`config.mk`:
```
export PLATFORM = sky130hd
export DESIGN_NAME = neo_slot_ctrl
export DESIGN_NICKNAME = d
export VERILOG_FILES = /design/src/rtl/neo_slot_pkg.sv /design/src/rtl/neo_slot_decode.sv /design/src/rtl/neo_slot_ctrl.sv
export SDC_FILE = /design/constraint.sdc
export NUM_CORES = 1
export LEC_CHECK = 0
export BUFFER_PORTS_ARGS = -buffer_cell sky130_fd_sc_hd__buf_2
export CORE_UTILIZATION = 25
export CTS_CLUSTER_SIZE = 20
export DETAILED_ROUTE_END_ITERATION = 10
export PLACE_DENSITY_LB_ADDON = 0.05
export SLEW_MARGIN = 30
export SYNTH_ARGS = -nofsm -noshare
export SYNTH_HDL_FRONTEND = slang
export SYNTH_SLANG_ARGS = --single-unit
```
`constraint.sdc`:
```
create_clock -name CLK_68KCLK -period 1.97 [get_ports CLK_68KCLK]
set_input_delay 0 -clock CLK_68KCLK [delete_from_list [all_inputs] [get_ports CLK_68KCLK]]
set_output_delay 0 -clock CLK_68KCLK [all_outputs]
set_load 0.1 [all_outputs]
```
`src/rtl/neo_slot_pkg.sv`:
```
// Shared constants for the multi-slot cartridge controller.
// Holds the DTACK state machine encoding and the latched cycle type encoding.
package neo_slot_pkg;

   typedef logic [2:0] state_t;

   localparam state_t ST_IDLE = 3'd0;
   localparam state_t ST_WAIT = 3'd1;
   localparam state_t ST_ACK  = 3'd2;
   localparam state_t ST_EXT  = 3'd3;
   localparam state_t ST_BERR = 3'd4;

   localparam logic CYC_ROM  = 1'b0;
   localparam logic CYC_PORT = 1'b1;

endpackage

```
`src/rtl/neo_slot_decode.sv`:
```
// Slot select decoder (purely combinational).
// Ports:
//   slot_sel     in   current slot register
//   enable       in   slot decode enable; low forces every select high
//   n_slot_cs    out  one-hot active-low slot selects
//   slot_invalid out  slot register points past the last fitted slot
module neo_slot_decode
   import neo_slot_pkg::*;
#(
   parameter int NUM_SLOTS = 6,
   parameter int SEL_W     = 3
) (
   input  logic [SEL_W-1:0]     slot_sel,
   input  logic                 enable,
   output logic [NUM_SLOTS-1:0] n_slot_cs,
   output logic                 slot_invalid
);

   // An out-of-range register value matches no index, so all selects stay high.
   always_comb begin
      n_slot_cs = '1;
      for (int i = 0; i < NUM_SLOTS; i++) begin
         if (enable && (slot_sel == SEL_W'(i))) n_slot_cs[i] = 1'b0;
      end
   end

   assign slot_invalid = (32'(slot_sel) >= NUM_SLOTS);

endmodule

```
`src/rtl/neo_slot_ctrl.sv`:
```
// Multi-slot cartridge controller: slot select register, slot decode and
// 68K DTACK / bus-error generation for ROM and port cycles.
// Ports:
//   CLK_68KCLK   in   block clock
//   nRESET       in   synchronous active-low reset
//   ENABLE       in   slot decode enable
//   nSLOTWR      in   slot register write strobe (falling edge loads SLOT_DIN)
//   SLOT_DIN     in   new slot number
//   nROMOE       in   ROM read strobe
//   nPORTCYC     in   port cycle strobe
//   nROMWAIT     in   per-slot ROM wait strap (0 = one wait state)
//   nPWAIT       in   per-slot {nPWAIT1,nPWAIT0} port wait straps
//   PDTACK       in   per-slot external acknowledge strap for port cycles
//   nEXTDTACK    in   external acknowledge from cartridge
//   nSLOTCS      out  one-hot active-low slot selects
//   SLOT_SEL     out  current slot register
//   SLOT_INVALID out  slot register >= NUM_SLOTS
//   nDTACK       out  acknowledge to 68K (registered)
//   nBERR        out  bus error to 68K (registered)
//
// state   | meaning
// IDLE    | no cycle in progress, watching for a strobe falling edge
// WAIT    | counting ROM/port wait states
// ACK     | nDTACK low until the active strobe releases
// EXT     | waiting for nEXTDTACK with a timeout running
// BERR    | nBERR low until the active strobe releases
module neo_slot_ctrl
   import neo_slot_pkg::*;
#(
   parameter int NUM_SLOTS = 6,
   parameter int SEL_W     = 3,
   parameter int TIMEOUT   = 64
) (
   input  logic                   CLK_68KCLK,
   input  logic                   nRESET,
   input  logic                   ENABLE,
   input  logic                   nSLOTWR,
   input  logic [SEL_W-1:0]       SLOT_DIN,
   input  logic                   nROMOE,
   input  logic                   nPORTCYC,
   input  logic [NUM_SLOTS-1:0]   nROMWAIT,
   input  logic [2*NUM_SLOTS-1:0] nPWAIT,
   input  logic [NUM_SLOTS-1:0]   PDTACK,
   input  logic                   nEXTDTACK,
   output logic [NUM_SLOTS-1:0]   nSLOTCS,
   output logic [SEL_W-1:0]       SLOT_SEL,
   output logic                   SLOT_INVALID,
   output logic                   nDTACK,
   output logic                   nBERR
);

   logic [SEL_W-1:0] slot_q;
   logic             nslotwr_q, nromoe_q, nportcyc_q;
   logic             rom_fall_q, port_fall_q;
   state_t           state_q, state_d;
   logic             cyc_q, cyc_d;
   logic [1:0]       wcnt_q, wcnt_d;
   logic [7:0]       tcnt_q, tcnt_d;
   logic             ndtack_d, nberr_d;

   logic             s_romwait, s_pdtack;
   logic [1:0]       s_pwait, start_w, wcnt_dec;
   logic             strobe_hi;

   neo_slot_decode #(
      .NUM_SLOTS (NUM_SLOTS),
      .SEL_W     (SEL_W)
   ) u_decode (
      .slot_sel     (slot_q),
      .enable       (ENABLE),
      .n_slot_cs    (nSLOTCS),
      .slot_invalid (SLOT_INVALID)
   );

   assign SLOT_SEL = slot_q;

   // Straps of the selected slot; an invalid slot keeps the inactive
   // defaults, which yields zero waits and no external acknowledge.
   always_comb begin
      s_romwait = 1'b1;
      s_pwait   = 2'b11;
      s_pdtack  = 1'b0;
      for (int i = 0; i < NUM_SLOTS; i++) begin
         if (slot_q == SEL_W'(i)) begin
            s_romwait = nROMWAIT[i];
            s_pwait   = nPWAIT[2*i +: 2];
            s_pdtack  = PDTACK[i];
         end
      end
   end

   assign start_w   = rom_fall_q ? {1'b0, ~s_romwait} : ~s_pwait;
   assign strobe_hi = (cyc_q == CYC_ROM) ? nROMOE : nPORTCYC;
   assign wcnt_dec  = wcnt_q - 2'd1;

   always_ff @(posedge CLK_68KCLK) begin
      if (!nRESET) begin
         slot_q      <= '0;
         nslotwr_q   <= 1'b1;
         nromoe_q    <= 1'b1;
         nportcyc_q  <= 1'b1;
         rom_fall_q  <= 1'b0;
         port_fall_q <= 1'b0;
         state_q     <= ST_IDLE;
         cyc_q       <= CYC_ROM;
         wcnt_q      <= '0;
         tcnt_q      <= '0;
         nDTACK      <= 1'b1;
         nBERR       <= 1'b1;
      end else begin
         nslotwr_q   <= nSLOTWR;
         nromoe_q    <= nROMOE;
         nportcyc_q  <= nPORTCYC;
         // Strobe falls are registered so a cycle starts one clock after
         // the edge, giving the 2 + W clock acknowledge latency.
         rom_fall_q  <= nromoe_q & ~nROMOE;
         port_fall_q <= nportcyc_q & ~nPORTCYC;
         if (nslotwr_q && !nSLOTWR) slot_q <= SLOT_DIN;
         state_q     <= state_d;
         cyc_q       <= cyc_d;
         wcnt_q      <= wcnt_d;
         tcnt_q      <= tcnt_d;
         nDTACK      <= ndtack_d;
         nBERR       <= nberr_d;
      end
   end

   always_comb begin
      state_d = state_q;
      cyc_d   = cyc_q;
      wcnt_d  = wcnt_q;
      tcnt_d  = tcnt_q;
      case (state_q)
         ST_IDLE: begin
            if (rom_fall_q || port_fall_q) begin
               cyc_d = rom_fall_q ? CYC_ROM : CYC_PORT;
               if (!rom_fall_q && s_pdtack) begin
                  state_d = ST_EXT;
                  tcnt_d  = 8'(TIMEOUT - 1);
               end else if (start_w != 2'd0) begin
                  state_d = ST_WAIT;
                  wcnt_d  = start_w;
               end else begin
                  state_d = ST_ACK;
               end
            end
         end
         ST_WAIT: begin
            if (strobe_hi) begin
               state_d = ST_IDLE;
            end else begin
               wcnt_d = wcnt_dec;
               if (wcnt_dec == 2'd0) state_d = ST_ACK;
            end
         end
         ST_EXT: begin
            if (strobe_hi)           state_d = ST_IDLE;
            else if (!nEXTDTACK)     state_d = ST_ACK;
            else if (tcnt_q == 8'd0) state_d = ST_BERR;
            else                     tcnt_d  = tcnt_q - 8'd1;
         end
         ST_ACK, ST_BERR: begin
            if (strobe_hi) state_d = ST_IDLE;
         end
         default: state_d = ST_IDLE;
      endcase
   end

   always_comb begin
      ndtack_d = (state_d != ST_ACK);
      nberr_d  = (state_d != ST_BERR);
   end

endmodule

```
Yosys cells after proc, flatten, opt, wreduce, memory -nomap -nowiden:

Index checks and enable logic that the tools add are counted.

* $add $sub $neg: 2
* eq/ne operators: 19
* bitwise logic cells: 6
* magnitude comparators: 1
* reductions and logical operators: 22
* multiplexer cells: 48

Operators by type and width (number)
* $mux 8: 5
* $mux 2: 13
* $mux 3: 7
* $mux 1: 20
* $ne 2x2->1 const B: 8
* $pmux 8 s2: 1
* $eq 3x2->1 const B: 4
* $pmux 3 s4: 1
* $eq 3x3->1 const B: 3
* $logic_and 1x1->1: 8
* $logic_not 8->1: 1
* $sub 8x1->8 const B: 1
* $eq 3x1->1 const B: 2
* $logic_not 3->1: 2
* $reduce_and 6->1: 1
* $reduce_bool 2->1: 3
* $reduce_and 5->1: 1
* $pmux 2 s2: 1
* $ge 3x3->1 const B: 1
* $ne 3x2->1 const B: 1
* $ne 3x3->1 const B: 1
* $not 1->1: 3
* $and 1x1->1: 2
* $logic_not 1->1: 2
* 6 further kinds: 6

* register bits: 24
* word-level logic and storage cells: 110
* input bits: 34

Logic depth before layout (Yosys ltp):

Gate-level depths: netlist of run 1.

* depth after elaboration: 15
* mapped depth: 8
* mapped depth without buffers: 7

Modules after synthesis:

A second synthesis of run 1 with hierarchy kept.

* cells, all modules: 183
* area total of the unflattened synthesis: 1512.7 um^2

By module, submodules not included
* neo_slot_ctrl: cells an instance 176, sequential area each 480.5 um^2, area an instance 1445.1 um^2, instances 1
* neo_slot_decode: cells an instance 7, sequential area each 0.0 um^2, area an instance 67.6 um^2, instances 1

Least setup slack after synthesis of run 1:

No wires, ideal clock.

* path kind: register -> register
* from: reg slot_q[0] (netlist: SLOT_SEL[0])
* to: reg wcnt_q[0]
* clock period less this slack: 2.917 ns
* data arrival time: 2.830 ns
* slack: -0.947 ns
* library setup time: 0.086 ns
* stages on the path, launching flop included: 8
* buffers on the path: 1
* cell sequence: dfxtp_1 buf_6 mux2_4 a221o_1 a221oi_2 o31ai_1 a221o_1 a221oi_2

* cells in the longest elaborated chain, start to end: 13

RTL lines
* start: declaration: RTL line neo_slot_ctrl.sv:52 `logic [SEL_W-1:0] slot_q;`
* start signal: assignment: RTL line neo_slot_ctrl.sv:98 `slot_q <= '0;`
* start signal: assignment: RTL line neo_slot_ctrl.sv:118 `if (nslotwr_q && !nSLOTWR) slot_q <= SLOT_DIN;`
* $logic_not 3->1: RTL line neo_slot_ctrl.sv:84 `if (slot_q == SEL_W'(i)) begin`
* $mux 2 or $mux 1 (tied branches) (6 in series): RTL line neo_slot_ctrl.sv:84
* $not 2->2 or $not 1->1 (tied branches): RTL line neo_slot_ctrl.sv:92 `assign start_w = rom_fall_q ? {1'b0, ~s_romwait} : ~s_pwait;`
* $mux 2: RTL line neo_slot_ctrl.sv:92
* $mux 2: RTL line neo_slot_ctrl.sv:140 `end else if (start_w != 2'd0) begin`
* $mux 2: RTL line neo_slot_ctrl.sv:137 `if (!rom_fall_q && s_pdtack) begin`
* $mux 2: RTL line neo_slot_ctrl.sv:135 `if (rom_fall_q || port_fall_q) begin`
* $pmux 2 s2: RTL line neo_slot_ctrl.sv:133 `case (state_q)`
* end signal: assignment: RTL line neo_slot_ctrl.sv:121 `wcnt_q <= wcnt_d;`
* end: declaration: RTL line neo_slot_ctrl.sv:57 `logic [1:0] wcnt_q, wcnt_d;`

Parallel ways exist; a longest one is shown, timed or not. The select of a mux whose other input is x is not followed.
A chain may end at the register's enable or synchronous reset.

Worst setup path after layout of run 1:

Ends and elaborated chain as after synthesis.

==> impl_metrics.json, run 1 <==
{
  "cp_top_family": "compound AO/OA/AOI/OAI gates",
  "post_synth_num_cell_types": 39,
  "synth_top_area_share_pct": 33.8,
  "leakage_nw": 0.975,
  "port_buffers": 45,
  "routed_wl_um": 4340,
  "dp_cells": 317,
  "worstPathArrival_ns": 2.39,
  "finalMaxSlewViolations": 0,
  "synth_fp_nets": 209,
  "fill_cells": 554,
  "cp_num_buf_inv": 0,
  "vias_per_cell": 4.74,
  "ys_top_cells_by_area": "dfxtp_1 (34%), mux2i_1 (7.0%), a21oi_1 (4.2%)",
  "path_cells": "mux2_4 -> a221o_1 -> a221oi_4 -> o31ai_2 -> a221o_1 -> a221oi_2",
  "vias": 1592,
  "total_power_mw": 1.55,
  "cts_max_level": 1,
  "maxCapViolations": 0,
  "layout.nets": 302,
  "hold_ws_ns": 0.0372,
  "grt_pass1_wl_um": 7400,
  "crit_slowest_cell": "dfxtp_4",
  "drt_iter0_markers": 75,
  "rsz0062_at_grt": "true",
  "root_buffer": "clkbuf_8",
  "synth_async_sr_flop_share_pct": 0,
  "fin_util_pct": 42.2,
  "start_util_pct": 25.8,
  "die_x_um": 77.4,
  "worst_ir_drop_vdd_v": 0.000248,
  "routedWlPerCell_um": 12.9,
  "rows": 27,
  "synth_ff_type": "dfxtp_1",
  "die_y_um": 77.4,
  "track_usage_pct": 15.2,
  "slowest_delay_ns": 0.39,
  "fmax_mhz": 451,
  "dpl.hpwl_um": 3220,
  "firstDrtPassIters": 4,
  "cts_made_buffers": 3,
  "tightest_slew_ns": 0.537,
  "min_period_over_period_pct": 113,
  "antenna_found_initial": 0,
  "clock_latency_ns": 0.27,
  "antenna_cells": 0,
  "min_path_type": "input pin to flip-flop",
  "synth_seq_cells": 24,
  "antenna_left": 0,
  "gp_congestion": 0.747,
  "setup_viol": 4,
  "required_ns": 2.14,
  "die_area_sq_mm": 0.00599,
  "coreArea_sq_mm": 0.00551,
  "status": "finished, violations left",
  "drive_gt1_share_pct": 46.2,
  "clockBufferDepth": 2,
  "ys_warn_count": 0,
  "first_global_vias": 1583,
  "fin_crit_ns": 2.22,
  "area_delta_synth_final_pct": 63.6,
  "crit_path_frequent_cell": "a221o_1",
  "synth_cells": 172,
  "syn-cell-area_sq_mm": 0.00142,
  "fin_cells": 336,
  "clock_sinks": 24,
  "grt_start_max_net_pins": 16,
  "synth_edf_count": 0,
  "post-route-drc-count": 0,
  "fin_skew_ns": 0.00264,
  "ys_seq_area_share_pct": 33.8,
  "path_clk_slew_ns": 0.09,
  "gr-total-overflow": 0,
  "cts_tree": "built",
  "hold_viol": 0,
  "critPathMaxFanout": 4,
  "critPathCaptureType": "flip-flop",
  "max-slew-margin-rel_pct": 64.2,
  "dp_worst_setup_slack_ns": -0.301,
  "worstSetupPathType": "flip-flop to flip-flop",
  "failed_checks": "setup timing",
  "yosysTopAreaCell": "dfxtp_1",
  "cp-start-kind": "flip-flop",
  "power.density_mw_per_mm2": 669,
  "ios": 46,
  "finalWorstSetupSlack_ns": -0.247,
  "synth_area_per_cell_sq_um": 8.26
}
[layout make-up]
| type | instances | area, sq um | area share (%) |
|---|---|---|---|
| multi-input combinational | 129 | 983 | 42.3 |
| inverter | 14 | 52.6 | 2.26 |
| timing repair buffer | 93 | 638 | 27.5 |
| sequential | 24 | 488 | 21.0 |
| clock inverter | 1 | 30.0 | 1.29 |
| clock buffer | 3 | 41.3 | 1.78 |
| tap | 72 | 90.1 | 3.88 |
[timing repair]
| item | in CTS | in global routing |
|---|---|---|
| buffers inserted | 5 | 1 |
| hold endpoints to repair | 6 | 0 |
| hold buffers | 9 | 0 |
| resized for setup | 22 | 11 |
| endpoints found under the setup margin | 13 | 13 |
| pin swaps | 8 | 8 |
[cell families after synthesis]
group                      share of synthesized area, %
and+or+nand+nor                                    22.4
AOI/OAI and AO/OA                                  24.7
DFF                                                33.8
buffers and inverters                              5.73
muxes                                              10.7
adders and majority gates                          2.64
[layer usage]
| layer | global-route usage, % | vias up | part of all wire, % |
|---|---|---|---|
| met4 | 4.53 | 0 | 1.3 |
| li1 | - | 814 | - |
| met3 | 2.59 | 6 | 5.1 |
| met2 | 27.6 | 41 | 51 |
| met5 | 0 | - | 0 |
| met1 | 18.1 | 731 | 43 |
[Yosys cell counts, types with 3 or more instances]
| cell type | n |
|---|---|
| o31ai_1 | 3 |
| ha_1 | 3 |
| and2_1 | 3 |
| nand2b_1 | 4 |
| a21oi_1 | 12 |
| nor3_1 | 4 |
| a221oi_2 | 3 |
| nand2_1 | 16 |
| a31oi_1 | 4 |
| dfxtp_1 | 24 |
| mux2i_1 | 10 |
| o21ai_0 | 7 |
| a211oi_1 | 5 |
| nor2_1 | 16 |
| inv_1 | 14 |
| nand3_1 | 3 |
| nor4_1 | 5 |
| nor2b_1 | 5 |
| a221o_1 | 3 |
[cells in the final DEF (no fill, tap or decap), types with 3 or more instances in the layout]
cell / instances
a21oi_2: 3
ha_1: 3
nand3_1: 3
dfxtp_1: 20
buf_2: 45
inv_1: 14
buf_6: 6
a21oi_1: 8
nor2_1: 14
a221oi_2: 3
dlygate4sd3_1: 9
nor4_2: 3
nand2b_1: 4
o21ai_0: 6
nor2b_1: 4
a211oi_1: 5
clkbuf_8: 3
dfxtp_2: 3
nand2_1: 16
mux2i_1: 9
nor3_1: 3
a221o_1: 3
a31oi_1: 4
buf_4: 32
[power breakdown]
group / switching, mW / leakage, nW / internal [mW] / total, mW
Sequential: 0.0245 / 0.199 / 0.520 / 0.544
Combinational: 0.315 / 0.741 / 0.258 / 0.573
Clock: 0.164 / 0.0357 / 0.272 / 0.436
[stage by stage]
stage	TNS [ns]	area, sq um
CTS	-0.464	2270
global route	-1.24	2320
global placement	-1.38	1970
detailed placement	-1.25	1970
floorplan	-2.73	1430
finish	-0.431	2320
[registers in the layout, indices dropped and copies added (netlist names)]
signal       flops
tcnt_q           8
SLOT_SEL         3
state_q          3
wcnt_q           2
cyc_q            1
nBERR            1
nDTACK           1
nportcyc_q       1
nromoe_q         1
nslotwr_q        1
port_fall_q      1
rom_fall_q       1
[worst register-to-register path, cell delays in order (launching register included)]
cell and delay [ns]:
dfxtp_4 0.39, mux2_4 0.30, a221o_1 0.35, a221oi_4 0.31
o31ai_2 0.14, a221o_1 0.35, a221oi_2 0.29
[final timing paths]
path / start / end / slack, ns / cells past startpoint
max: SLOT_SEL[0] / wcnt_q[0] / -0.25 / 6
min reg2reg: nportcyc_q / port_fall_q / 0.41 / 2
max reg2reg: SLOT_SEL[0] / wcnt_q[0] / -0.25 / 6
min: nRESET / tcnt_q[6] / 0.04 / 3
Power figures use the tool's default switching activity.
==> run 2: changes to the inputs <==
- CELL_PAD_IN_SITES_DETAIL_PLACEMENT: unset -> 0
- CELL_PAD_IN_SITES_GLOBAL_PLACEMENT: unset -> 1
==> run 2 against run 1 <==
  * The flow still finishes with violations (setup timing)
  * Combinational power about the same
  * Critical path depth unchanged
  * Hold slack got worse by 0.0034 ns
  * Sequential power about the same
  * Global-route usage decreased by 0.49 points
  * Maximum frequency increased by 3.7%
  * Critical path type unchanged
  * Critical endpoint unchanged
==> impl_metrics.json, run 2 (synthesis results as in run 1) <==
{
  "status": "finished, violations left",
  "failed_checks": "setup timing",
  "vias": 1587,
  "worst-path-stages": 6,
  "fin_crit_ns": 2.14,
  "mostFrequentLayoutCells": "buf_2 (45), buf_4 (33), dfxtp_1 (19)",
  "antenna_found_initial": 0,
  "slowest_delay_ns": 0.40,
  "track_usage_pct": 14.7,
  "leakage_nw": 0.953,
  "power.internal_mw": 1.05,
  "firstDrtPassIters": 5,
  "fin_area_sq_mm": 0.00230,
  "hold_depth": 3,
  "fill_cells": 575,
  "min_period_over_period_pct": 109,
  "cp_top_family": "compound AO/OA/AOI/OAI gates",
  "tightest_slew_ns": 0.571,
  "place_area_sq_mm": 0.00200,
  "path_clk_slew_ns": 0.09,
  "worstSetupPathType": "flip-flop to flip-flop",
  "ios": 46,
  "p_sw_mw": 0.512,
  "clockBufferDepth": 2,
  "drive_gt1_share_pct": 45.8,
  "fin_cells": 332,
  "routedWlPerCell_um": 12.8,
  "seq_area_sq_um": 489,
  "power_frac_clock_pct": 28.4,
  "die_x_um": 77.4,
  "die_y_um": 77.4,
  "finalMaxSlewViolations": 0,
  "fin_skew_ns": 0.00822,
  "largest_register_ffs": 8,
  "pwr-share-seq_pct": 35.0,
  "cp_num_buf_inv": 0,
  "multi_input_area_sq_mm": 0.00100,
  "drt_iter0_markers": 24,
  "worstPathArrival_ns": 2.32,
  "antenna_left": 0,
  "grt_pass1_wl_um": 7170,
  "cp-start-kind": "flip-flop",
  "cts_made_buffers": 3,
  "finalWorstSetupSlack_ns": -0.168,
  "rsz0062_at_grt": "true",
  "port_buffers": 45,
  "gp_congestion": 0.747,
  "die_area_sq_mm": 0.00599,
  "final_common_cell": "buf_2",
  "switching_share_pct": 32.9,
  "critPathMaxFanout": 4,
  "layout.nets": 298,
  "top_register": "tcnt_q",
  "cts_max_level": 1,
  "pwr-share-comb_pct": 36.7,
  "rows": 27,
  "first_global_vias": 1579,
  "cts_tree": "built",
  "antenna_cells": 0,
  "critPathCaptureType": "flip-flop",
  "grt_start_max_net_pins": 16,
  "setup_viol": 4,
  "routed_wl_um": 4260,
  "worst_ir_drop_vdd_v": 0.000293,
  "hold_viol": 0,
  "clock_latency_ns": 0.27,
  "root_buffer": "clkbuf_8",
  "coreArea_sq_mm": 0.00551,
  "min_path_type": "input pin to flip-flop",
  "maxCapViolations": 0,
  "max-slew-margin-rel_pct": 61.9,
  "gr-total-overflow": 0,
  "post-route-drc-count": 0,
  "clock_sinks": 24,
  "crit_path_frequent_cell": "a221o_1",
  "power.density_mw_per_mm2": 677,
  "vias_per_cell": 4.78,
  "start_util_pct": 25.8,
  "required_ns": 2.15,
  "crit_slowest_cell": "dfxtp_4",
  "dpl.hpwl_um": 3300,
  "path_cells": "mux2_4 -> a221o_1 -> a221oi_4 -> o31ai_2 -> a221o_1 -> a221oi_2",
  "dp_cells": 319,
  "area_delta_synth_final_pct": 62.0,
  "reg2reg_depth": 6,
  "fmax_mhz": 468
}
## run 2: cell types whose count changed in the layout (fill, tap and decap cells not counted), sizes merged
cell / delta
buf: -4
## run 2: through the flow
stage | hold WS (ns) | utilization (%) | worst slack [ns] | power, mW | TNS, ns
after global routing | 0.0399 | 41.8 | -0.250 | 1.64 | -0.832
after detailed placement | 0.205 | 36.2 | -0.254 | 1.06 | -1.56
after global placement | 0.201 | 36.2 | -0.189 | 1.05 | -1.01
after CTS | 0.0316 | 40.9 | -0.179 | 1.55 | -0.222
after floorplan | 0.0730 | - | -0.457 | 0.855 | -2.73
final | 0.0338 | 41.8 | -0.168 | 1.56 | -0.229
## run 2: tightest hold or removal path, stage by stage
cell	delay, ns
buf_2	0.14
o21ai_0	0.08
a31oi_1	0.04
## run 2: layout make-up
| class | instances | share of cell area (%) |
|---|---|---|
| Multi-Input combinational cell | 129 | 43.6 |
| Timing Repair Buffer | 89 | 25.8 |
| Sequential cell | 24 | 21.3 |
| Tap cell | 72 | 3.92 |
| Inverter | 14 | 2.28 |
| Clock buffer | 3 | 1.79 |
| Clock inverter | 1 | 1.31 |
## run 2: final timing paths
check,start,endpoint,slack [ns]
setup / recovery,SLOT_SEL[0],wcnt_q[0],-0.17
hold / removal,nRESET,tcnt_q[6],0.03
setup reg to reg,SLOT_SEL[0],wcnt_q[0],-0.17
hold reg to reg,nromoe_q,rom_fall_q,0.41
## run 2: timing repair
item | in CTS | in global routing
hold buffers | 9 | 0
endpoints found under the setup margin | 13 | 13
pin swaps | 7 | 8
hold endpoints to repair | 6 | 0
gates resized for setup | 20 | 9
setup buffers | 1 | 1
## run 2: layer usage
layer | vias up | track usage (%) | wire, um | part of all wire [%]
met3 | 2 | 2.12 | 210 | 4.9
li1 | 809 | - | - | -
met4 | 0 | 3.40 | 18 | 0.42
met5 | - | 0 | 0 | 0
met1 | 734 | 17.1 | 1810 | 42
met2 | 42 | 28.0 | 2220 | 52
## run 2: power by group through the flow
stage	logic [mW]	registers [mW]	clock network, mW
CTS	0.558	0.543	0.448
detailed placement	0.502	0.553	0
global placement	0.499	0.552	0
floorplan	0.258	0.597	0
global route	0.618	0.550	0.471
finish	0.571	0.545	0.442
